<file path="src/rtl/ipic_lite_arbiter_pkg.sv">
// Shared definitions for the IPIC-lite register-access arbiter:
// op codes, arbiter state encoding and the ath9k MAC base address.
package ipic_lite_pkg;

   localparam logic [2:0]  IPIC_SINGLE_RD  = 3'd2;
   localparam logic [2:0]  IPIC_SINGLE_WR  = 3'd3;
   localparam logic [31:0] ATH9K_BASE_ADDR = 32'h6000_0000;

   typedef enum logic [1:0] {
      ST_IDLE,
      ST_START,
      ST_WAIT,
      ST_RESP
   } arb_state_e;

   function automatic logic is_legal_op(input logic [2:0] op);
      return (op == IPIC_SINGLE_RD) || (op == IPIC_SINGLE_WR);
   endfunction

endpackage

</file>
<file path="src/rtl/ipic_lite_arbiter_rr_pick.sv">
// Combinational round-robin picker: first requester above ptr_i,
// wrapping modulo NUM_REQ; returns a one-hot grant and its index.
module rr_pick #(
   parameter int NUM_REQ = 3,
   parameter int IDX_W   = $clog2(NUM_REQ)
) (
   input  logic [NUM_REQ-1:0] req_i,
   input  logic [IDX_W-1:0]   ptr_i,
   output logic [NUM_REQ-1:0] gnt_o,
   output logic [IDX_W-1:0]   idx_o
);

   logic found;
   int   c;

   always_comb begin
      gnt_o = '0;
      idx_o = '0;
      found = 1'b0;
      c     = 0;
      for (int i = 1; i <= NUM_REQ; i++) begin
         c = (int'(ptr_i) + i) % NUM_REQ;
         if (!found && req_i[c]) begin
            found    = 1'b1;
            gnt_o[c] = 1'b1;
            idx_o    = IDX_W'(c);
         end
      end
   end

endmodule

</file>
<file path="src/rtl/ipic_lite_arbiter.sv">
// Round-robin arbiter sharing the IPIC-lite register master among clients.
// Define IPIC_ARB_TIMEOUT_EN to enable the WAIT-state watchdog.
module ipic_lite_arbiter
   import ipic_lite_pkg::*;
#(
   parameter int ADDR_WIDTH     = 32,
   parameter int DATA_WIDTH     = 32,
   parameter int NUM_REQ        = 3,
   parameter int TIMEOUT_CYCLES = 1024
) (
   input  logic                       clk,
   input  logic                       reset,
   input  logic [NUM_REQ-1:0]         req_valid,
   input  logic [3*NUM_REQ-1:0]       req_type,
   input  logic [ADDR_WIDTH*NUM_REQ-1:0] req_addr,
   input  logic [DATA_WIDTH*NUM_REQ-1:0] req_wdata,
   output logic [NUM_REQ-1:0]         req_ack,
   output logic [NUM_REQ-1:0]         resp_done,
   output logic                       resp_err,
   output logic [DATA_WIDTH-1:0]      resp_rdata,
   input  logic [3:0]                 curr_ipic_lite_state,
   output logic [2:0]                 ipic_type_lite,
   output logic                       ipic_start_lite,
   input  logic                       ipic_done_lite_wire,
   output logic [ADDR_WIDTH-1:0]      read_addr_lite,
   output logic [ADDR_WIDTH-1:0]      write_addr_lite,
   output logic [DATA_WIDTH-1:0]      write_data_lite,
   input  logic [DATA_WIDTH-1:0]      single_read_data_lite,
   output logic                       timeout_flag
);

   localparam int IDX_W = (NUM_REQ > 1) ? $clog2(NUM_REQ) : 1;

   arb_state_e              state_q;
   logic [IDX_W-1:0]        rr_ptr_q;
   logic [NUM_REQ-1:0]      owner_q;
   logic [NUM_REQ-1:0]      req_ack_q;
   logic [NUM_REQ-1:0]      resp_done_q;
   logic                    resp_err_q;
   logic [DATA_WIDTH-1:0]   resp_rdata_q;
   logic [2:0]              ipic_type_q;
   logic                    ipic_start_q;
   logic [ADDR_WIDTH-1:0]   read_addr_q;
   logic [ADDR_WIDTH-1:0]   write_addr_q;
   logic [DATA_WIDTH-1:0]   write_data_q;

   logic [2:0]              typ_a   [NUM_REQ];
   logic [ADDR_WIDTH-1:0]   addr_a  [NUM_REQ];
   logic [DATA_WIDTH-1:0]   wdata_a [NUM_REQ];
   logic [NUM_REQ-1:0]      win_gnt;
   logic [IDX_W-1:0]        win_idx;
   logic                    arb_go;

   for (genvar g = 0; g < NUM_REQ; g++) begin : g_unpack
      assign typ_a[g]   = req_type[3*g +: 3];
      assign addr_a[g]  = req_addr[ADDR_WIDTH*g +: ADDR_WIDTH];
      assign wdata_a[g] = req_wdata[DATA_WIDTH*g +: DATA_WIDTH];
   end

   rr_pick #(
      .NUM_REQ (NUM_REQ),
      .IDX_W   (IDX_W)
   ) u_rr_pick (
      .req_i (req_valid),
      .ptr_i (rr_ptr_q),
      .gnt_o (win_gnt),
      .idx_o (win_idx)
   );

   assign arb_go = (|req_valid) && (curr_ipic_lite_state == 4'd0);

`ifdef IPIC_ARB_TIMEOUT_EN
   localparam logic [15:0] TO_LAST = 16'(TIMEOUT_CYCLES - 1);
   logic [15:0] wd_cnt_q;
   logic        timeout_q;
`else
   logic unused_cfg;
   assign unused_cfg = (TIMEOUT_CYCLES == 0);
`endif

   always_ff @(posedge clk) begin
      if (reset) begin
         state_q      <= ST_IDLE;
         rr_ptr_q     <= IDX_W'(NUM_REQ - 1);
         owner_q      <= '0;
         req_ack_q    <= '0;
         resp_done_q  <= '0;
         resp_err_q   <= 1'b0;
         resp_rdata_q <= '0;
         ipic_type_q  <= '0;
         ipic_start_q <= 1'b0;
         read_addr_q  <= '0;
         write_addr_q <= '0;
         write_data_q <= '0;
`ifdef IPIC_ARB_TIMEOUT_EN
         wd_cnt_q     <= '0;
         timeout_q    <= 1'b0;
`endif
      end else begin
         req_ack_q    <= '0;
         resp_done_q  <= '0;
         ipic_start_q <= 1'b0;
`ifdef IPIC_ARB_TIMEOUT_EN
         if (state_q != ST_WAIT) wd_cnt_q <= '0;
`endif
         unique case (state_q)
            ST_IDLE: begin
               if (arb_go) begin
                  req_ack_q <= win_gnt;
                  owner_q   <= win_gnt;
                  rr_ptr_q  <= win_idx;
                  if (is_legal_op(typ_a[win_idx])) begin
                     ipic_type_q  <= typ_a[win_idx];
                     read_addr_q  <= addr_a[win_idx];
                     write_addr_q <= addr_a[win_idx];
                     write_data_q <= wdata_a[win_idx];
                     ipic_start_q <= 1'b1;
                     state_q      <= ST_START;
                  end else begin
                     state_q <= ST_RESP;
                  end
               end
            end
            ST_START: state_q <= ST_WAIT;
            ST_WAIT: begin
               if (ipic_done_lite_wire) begin
                  resp_done_q  <= owner_q;
                  resp_err_q   <= 1'b0;
                  resp_rdata_q <= (ipic_type_q == IPIC_SINGLE_RD) ?
                                  single_read_data_lite : '0;
                  state_q      <= ST_IDLE;
`ifdef IPIC_ARB_TIMEOUT_EN
                  wd_cnt_q     <= '0;
               end else if (wd_cnt_q == TO_LAST) begin
                  resp_done_q  <= owner_q;
                  resp_err_q   <= 1'b1;
                  resp_rdata_q <= DATA_WIDTH'(32'hDEAD_BEEF);
                  timeout_q    <= 1'b1;
                  wd_cnt_q     <= '0;
                  state_q      <= ST_IDLE;
               end else begin
                  wd_cnt_q <= wd_cnt_q + 16'd1;
`endif
               end
            end
            ST_RESP: begin
               resp_done_q  <= owner_q;
               resp_err_q   <= 1'b1;
               resp_rdata_q <= '0;
               state_q      <= ST_IDLE;
            end
            default: state_q <= ST_IDLE;
         endcase
      end
   end

   assign req_ack         = req_ack_q;
   assign resp_done       = resp_done_q;
   assign resp_err        = resp_err_q;
   assign resp_rdata      = resp_rdata_q;
   assign ipic_type_lite  = ipic_type_q;
   assign ipic_start_lite = ipic_start_q;
   assign read_addr_lite  = read_addr_q;
   assign write_addr_lite = write_addr_q;
   assign write_data_lite = write_data_q;
`ifdef IPIC_ARB_TIMEOUT_EN
   assign timeout_flag    = timeout_q;
`else
   assign timeout_flag    = 1'b0;
`endif

endmodule
</file>
<file path="config.mk">
export PLATFORM = sky130hd
export DESIGN_NAME = ipic_lite_arbiter
export DESIGN_NICKNAME = d
export VERILOG_FILES = /design/src/rtl/ipic_lite_arbiter_pkg.sv /design/src/rtl/ipic_lite_arbiter_rr_pick.sv /design/src/rtl/ipic_lite_arbiter.sv
export SDC_FILE = /design/constraint.sdc
export NUM_CORES = 1
export LEC_CHECK = 0
export ABC_AREA = 1
export BUFFER_PORTS_ARGS = -buffer_cell sky130_fd_sc_hd__buf_2
export CORE_AREA = 2 2 148 150
export CTS_CLUSTER_SIZE = 25
export DETAILED_ROUTE_END_ITERATION = 7
export DIE_AREA = 0 0 150 152
export PLACE_DENSITY = 0.61
export SLEW_MARGIN = 20
export SYNTH_ARGS = -nofsm -noshare
export SYNTH_HDL_FRONTEND = slang
export SYNTH_SLANG_ARGS = --single-unit
export TNS_END_PERCENT = 30
</file>
<file path="constraint.sdc">
create_clock -name clk -period 5.2 [get_ports clk]
set_input_delay 0.52 -clock clk [delete_from_list [all_inputs] [get_ports clk]]
set_output_delay 0.52 -clock clk [all_outputs]
set_load 0.01 [all_outputs]
</file>
==> impl_metrics.yaml, run 1 <==
outcome:
  status: "complete, no violations"
power:
  vdd_drop_max_uv: 207
  power_switching_share_pct: 27.4
  p_int_mw: 1.95
  clockPowerShare_pct: 48.3
  power_density_mw_per_mm2: 308
  combPwrFrac_pct: 18.3
  power.leakage_nw: 4.71
  seq_power_share_pct: 33.4
  p_sw_mw: 0.735
sta:
  clock_skew_ns: 0.00584
  hold_violations: 0
  finalCritPeriodShare_pct: 79.0
  slew-limit-headroom_pct: 34.7
  max_freq_ghz: 0.244
  rsz0062_at_grt: "false"
  worstMarginPinSlew_ns: 0.973
  fin_tns_setup_ns: 0
  min_period_ns: 4.11
  slew_viol_final: 0
  setup_viol: 0
logic_synthesis:
  synth_nets: 1252
  synth_warnings: 0
  yosysUniqueCellTypes: 31
  netlist_instances: 1005
  synth.cell_area_mm2: 0.00621
  synth.area.top_cells: "dfxtp_1 37%, nand2_1 17%, nor2_1 8.6%"
  ys_seq_area_share_pct: 36.7
  yosys.area.top_type: "dfxtp_1"
  netlist.area_leader.share_pct: 36.7
  syn_area_per_cell_um2: 6.18
  ys_ff_latch: 114
floorplanning:
  num_io_pins: 383
  core_mm2: 0.0214
  fp.dieH_um: 152
  start_util_pct: 29.1
  die-area_mm2: 0.0228
  die_w_um: 150
  fp-row-count: 54
place:
  gp_congestion: 0.864
  post_dp_cell_area_mm2: 0.00805
  dp_hpwl_mm: 16.6
  port_buffers: 381
clock_tree:
  htree_levels: 4
  cts_buffers: 17
  cts_root_buffer: "clkbuf_16"
  cts_tree: "built"
  path_clk_slew_ns: 0.06
  cts_resized: 0
  clk_latency_ns: 0.41
  clkSinkCount: 114
  cts_setup_buffers: 0
  ctsHoldBuffers: 0
  cts_max_path_buffers: 2
critical_path:
  worst_r2r_path_depth: 17
  crit_arrival_ns: 4.44
  worstSetupPathType: "register to register"
  crit_chain: "inv_1 > ha_1 > inv_2 > nand2_1 > nand3_1 > nand2_2 > inv_2 > nand2_1 > nand3_2 > nand2_2 > nand2_1 > o21bai_2 > nand4_4 > buf_12 > nand2_1 > nand2_1 > nor2_1"
  crit_cells: 17
  endpoint: "write_addr_lite[20]"
  cp_max_fo: 53
  cp-start-kind: "register"
  r2r_slack_ns: 1.09
  end_kind: "register"
  worst_ep_required_time_ns: 5.54
  cp_common_cell: "nand2_1"
  cp-startpoint: "rr_ptr_q[0]"
  critPathBufInv: 4
  crit_path_max_incr_delay_ns: 0.67
  cp_slowest_cell: "nand2_2"
  r2r_end: "write_addr_lite[20]"
  path_delay_family: "simple AND/OR/NAND/NOR gates"
  timing.rr.start: "rr_ptr_q[0]"
global_routing:
  grt_use_total_pct: 19.1
  grt_pass1_wl_mm: 34.5
  grt_max_degree: 68
  grt_pass1_vias: 6848
  grt-ovfl-total: 0
  grt_antenna_before_repair: 3
min_path:
  min_from: "single_read_data_lite[30]"
  hold_class: "input pin to register"
drt:
  postRouteAntennaNets: 0
  drc: 0
  vias: 7374
  firstDrtPassIters: 5
  avgRoutedWirePerCell_um: 14.1
  drt_iter0_markers: 315
  vias_per_cell: 4.58
  drt_wl_total_mm: 22.7
final_layout:
  area_growth_pct: 40.2
  seq_area_mm2: 0.00228
  n_fill_cell: 2331
  fin_area_mm2: 0.00871
  final_layout_size_suffix_gt1_share_pct: 32.7
  nets: 1564
  multi_input_area_mm2: 0.00309
flow_run:
  drv_cap: 0
-- power by group through the flow --
stage | clock [mW] | combinational [mW] | sequential, mW
2_1_floorplan | 0 | 0.296 | 0.919
4_1_cts | 1.33 | 0.499 | 0.896
3_3_place_gp | 0 | 0.494 | 0.915
5_1_grt | 1.36 | 0.554 | 0.898
3_5_place_dp | 0 | 0.496 | 0.915
6_report | 1.30 | 0.493 | 0.896
-- layer usage --
layer  share of wire (%)  wire, µm  global-route usage (%)  up-vias
li1                    -         -                       -     3764
met1                  40      9160                    21.0     3286
met2                  49     11200                    34.3      299
met3                 8.4      1900                    6.04       25
met4                 2.0       446                    6.42        0
met5                   0         0                       0        -
-- worst min-delay path, stage by stage --
cell and delay [ns]:
buf_2 0.09, nand2_1 0.05, a21oi_1 0.05
-- cells in the mapped netlist, drive strengths merged --
| cell type | instances |
|---|---|
| a31oi | 1 |
| nor4 | 2 |
| a21oi | 103 |
| o21bai | 1 |
| clkinv | 1 |
| inv | 87 |
| ha | 4 |
| nor3 | 4 |
| nand3 | 19 |
| dfxtp | 114 |
| nand2 | 284 |
| nand4 | 1 |
| a21o | 1 |
| o21ai | 134 |
| clkbuf | 44 |
| nor2 | 144 |
| conb | 1 |
| o31ai | 1 |
| o211ai | 1 |
| a221oi | 1 |
| o22ai | 3 |
| buf | 54 |
-- state kept, by name, summed over array words and instances, names as in the netlist, 2 cells and up --
register and flops:
req_ack 3, write_data_lite 32, owner_q 3, ipic_type_lite 3, rr_ptr_q 2, resp_done 3, state_q 2, resp_rdata 32
write_addr_lite 32
-- logic make-up (layout without fill, tap and decap cells) --
group	count (synthesis)	count (layout)	synth area share, %
flops	114	114	36.7
compound gates	246	246	20.2
simple gates	454	454	28.4
fa+ha+maj	4	4	0.805
buf+inv	186	509	13.9
other cells	1	4	0.0603
-- layout make-up --
class                      count  share of cell area (%)
inverter                      88                    3.82
multi-input combinational    705                    35.5
sequential                   114                    26.2
tap                          280                    4.02
antenna                        3                  0.0862
timing repair buffer         391                    22.9
clock inverter                 9                    2.05
clock buffer                  21                    5.40
-- per-stage QoR --
stage / hold WS [ns] / instances / util (%) / power (mW) / setup WS, ns
2_1_floorplan: 0.432 / 1005 / - / 1.21 / 2.84
3_3_place_gp: 0.449 / 1578 / 37.7 / 1.41 / 1.17
3_5_place_dp: 0.447 / 1578 / 37.7 / 1.41 / 1.05
4_1_cts: 0.332 / 1608 / 40.8 / 2.72 / 1.04
5_1_grt: 0.345 / 1611 / 40.8 / 2.82 / 0.599
6_report: 0.353 / 1611 / 40.8 / 2.69 / 1.09
-- cells in the final DEF (no fill, tap or decap), drive strengths merged, types with 2 or more instances in the layout --
cell type	count
buf	391
nand2	284
nor2	144
o21ai	134
dfxtp	114
a21oi	103
inv	87
clkbuf	21
nand3	19
bufinv	5
nor3	4
ha	4
diode	3
o22ai	3
clkinv	3
clkinvlp	2
nor4	2
-- how the worst min path moves through the flow --
stage / slack [ns] / cells past startpoint / endpoint
finish: 0.35 / 3 / resp_rdata[30]
global route: 0.35 / 3 / resp_rdata[11]
CTS: 0.33 / 3 / resp_rdata[4]
detailed placement: 0.45 / 2 / resp_done[2]
global placement: 0.45 / 2 / resp_rdata[31]
floorplan: 0.43 / 2 / resp_done[2]
(Power assumes the default switching activity.)
==> inputs of run 2 (changes only) <==
CORE_AREA = 2 2 150 152   (was 2 2 148 150)
DIE_AREA = 0 0 152 154   (was 0 0 150 152)
PLACE_DENSITY = 0.62   (was 0.61)
clock period = 3.4 ns   (was 5.2 ns; I/O delays follow)
==> run 2 against run 1 <==
Effect of this change:
- utilization fell by 0.92 points
- global-route usage fell by 0.35 points
- wire length fell by 0.84%
- largest power group unchanged
- highest routed layer unchanged
==> impl_metrics.yaml, run 2 (same netlist as run 1, synthesis figures left out) <==
sta:
  worst_slack_ns: 0.323
  worstMarginPinSlew_ns: 0.721
  setup_viol: 0
  min_period_ns: 3.08
  slew_viol_final: 0
  finalHoldWorstSlack_ns: 0.178
  finalCritPeriodShare_pct: 90.5
  fin_tns_setup_ns: 0
  rsz0062_at_grt: "false"
  slew-limit-headroom_pct: 52.0
  clock_skew_ns: 0.0106
  hold_violations: 0
  max_freq_ghz: 0.325
final_layout:
  nets: 1571
  final_common_cell: "buf_2"
  antennaDiodeCount: 0
  final_cell_mix: "381 x buf_2, 281 x nand2_1, 143 x nor2_1, 114 x dfxtp_1, 104 x o21ai_0"
  post-route-util_pct: 39.9
  area_growth_pct: 39.2
  n_fill_cell: 2390
  final_layout_size_suffix_gt1_share_pct: 33.1
clock_tree:
  path_clk_slew_ns: 0.06
  cts_tree: "built"
  cts_root_buffer: "clkbuf_16"
  cts_buffers: 17
  clk_latency_ns: 0.40
  cts_max_path_buffers: 2
  clkSinkCount: 114
  ctsHoldBuffers: 0
  htree_levels: 4
  cts_setup_buffers: 0
global_routing:
  grt-ovfl-total: 0
  grt_pass1_wl_mm: 35.3
  grt_max_degree: 98
  grt_use_total_pct: 18.7
  grt_antenna_before_repair: 0
  grt_pass1_vias: 6974
drt:
  drt_wl_total_mm: 22.5
  drt_iter0_markers: 461
  avgRoutedWirePerCell_um: 13.9
  vias: 7395
  firstDrtPassIters: 6
  drc: 0
  postRouteAntennaNets: 0
  vias_per_cell: 4.58
critical_path:
  timing.rr.start: "rr_ptr_q[0]"
  worst_ep_required_time_ns: 3.69
  crit_arrival_ns: 3.37
  cp-startpoint: "rr_ptr_q[0]"
  cp-start-kind: "register"
  end_kind: "register"
  worstSetupPathType: "register to register"
  cp_max_fo: 58
floorplanning:
  die-area_mm2: 0.0234
  num_io_pins: 383
  core_mm2: 0.0217
  fp.dieH_um: 154
  die_w_um: 152
  start_util_pct: 28.7
  fp-row-count: 54
power:
  power.leakage_nw: 4.69
  power_density_mw_per_mm2: 439
  vdd_drop_max_uv: 296
place:
  port_buffers: 381
  place_ws_ns: 0.318
  dp_hpwl_mm: 16.9
  gp_congestion: 0.878
flow_run:
  drv_cap: 0
outcome:
  status: "complete, no violations"
min_path:
  hold_class: "input pin to register"
  min_from: "single_read_data_lite[21]"
==> run 2: where the power goes <==
| group | total [mW] | internal (mW) | leakage [nW] | switching, mW |
|---|---|---|---|---|
| registers | 1.37 | 1.36 | 0.919 | 0.0139 |
| logic | 0.771 | 0.292 | 3.51 | 0.479 |
| clock network | 1.66 | 1.02 | 0.258 | 0.631 |
| total | 3.80 | 2.67 | 4.69 | 1.12 |
==> run 2: routing by layer <==
metal,up-vias,wire [µm],GRT usage (%)
met4,0,626,7.21
met1,3277,8950,20.6
met5,-,0,0
met2,315,11100,33.5
li1,3765,-,-
met3,38,1820,6.00
==> run 2: timing repair <==
item / 4_1_cts / 5_1_grt
hold endpoints to repair: 0 / 0
gates resized for setup: 0 / 1
endpoints found under the setup margin: 0 / 21
==> run 2: path summary, 6_finish.rpt <==
path	endpoint	slack, ns	cells after the start
setup reg to reg	write_data_lite[5]	0.32	18
setup / recovery	write_data_lite[5]	0.32	18
hold reg to reg	resp_done[0]	0.46	2
hold / removal	resp_rdata[21]	0.18	3
==> run 2: area by class of cell <==
cell class                 instances  area, µm²  share of cell area, %
multi-input combinational        705       3090                   35.8
sequential                       114       2280                   26.4
timing repair buffer             398       2050                   23.7
clock buffer                      19        453                   5.24
tap                              280        350                   4.05
inverter                          88        330                   3.82
clock inverter                    10       88.8                   1.03
==> run 2: metrics by stage <==
step	instances	total power, mW	area [µm²]
after floorplan	1005	1.86	6210
after global placement	1585	2.17	8100
after detailed placement	1585	2.17	8100
after CTS	1614	3.85	8650
after global routing	1614	4.01	8650
final	1614	3.80	8650
==> run 2: worst max-delay path, cell delays in order, from the launching register on <==
cell     delay [ns]
dfxtp_1        0.39
inv_1          0.09
ha_1           0.39
inv_2          0.12
nand2_1        0.07
nand3_1        0.09
nand2_2        0.09
inv_2          0.09
nor2_1         0.07
nand2_1        0.09
nand2_1        0.09
nor2_4         0.11
buf_4          0.48
inv_2          0.11
buf_12         0.20
nand2_1        0.07
o21ai_0        0.17
nor2_1         0.15
nor2_1         0.06
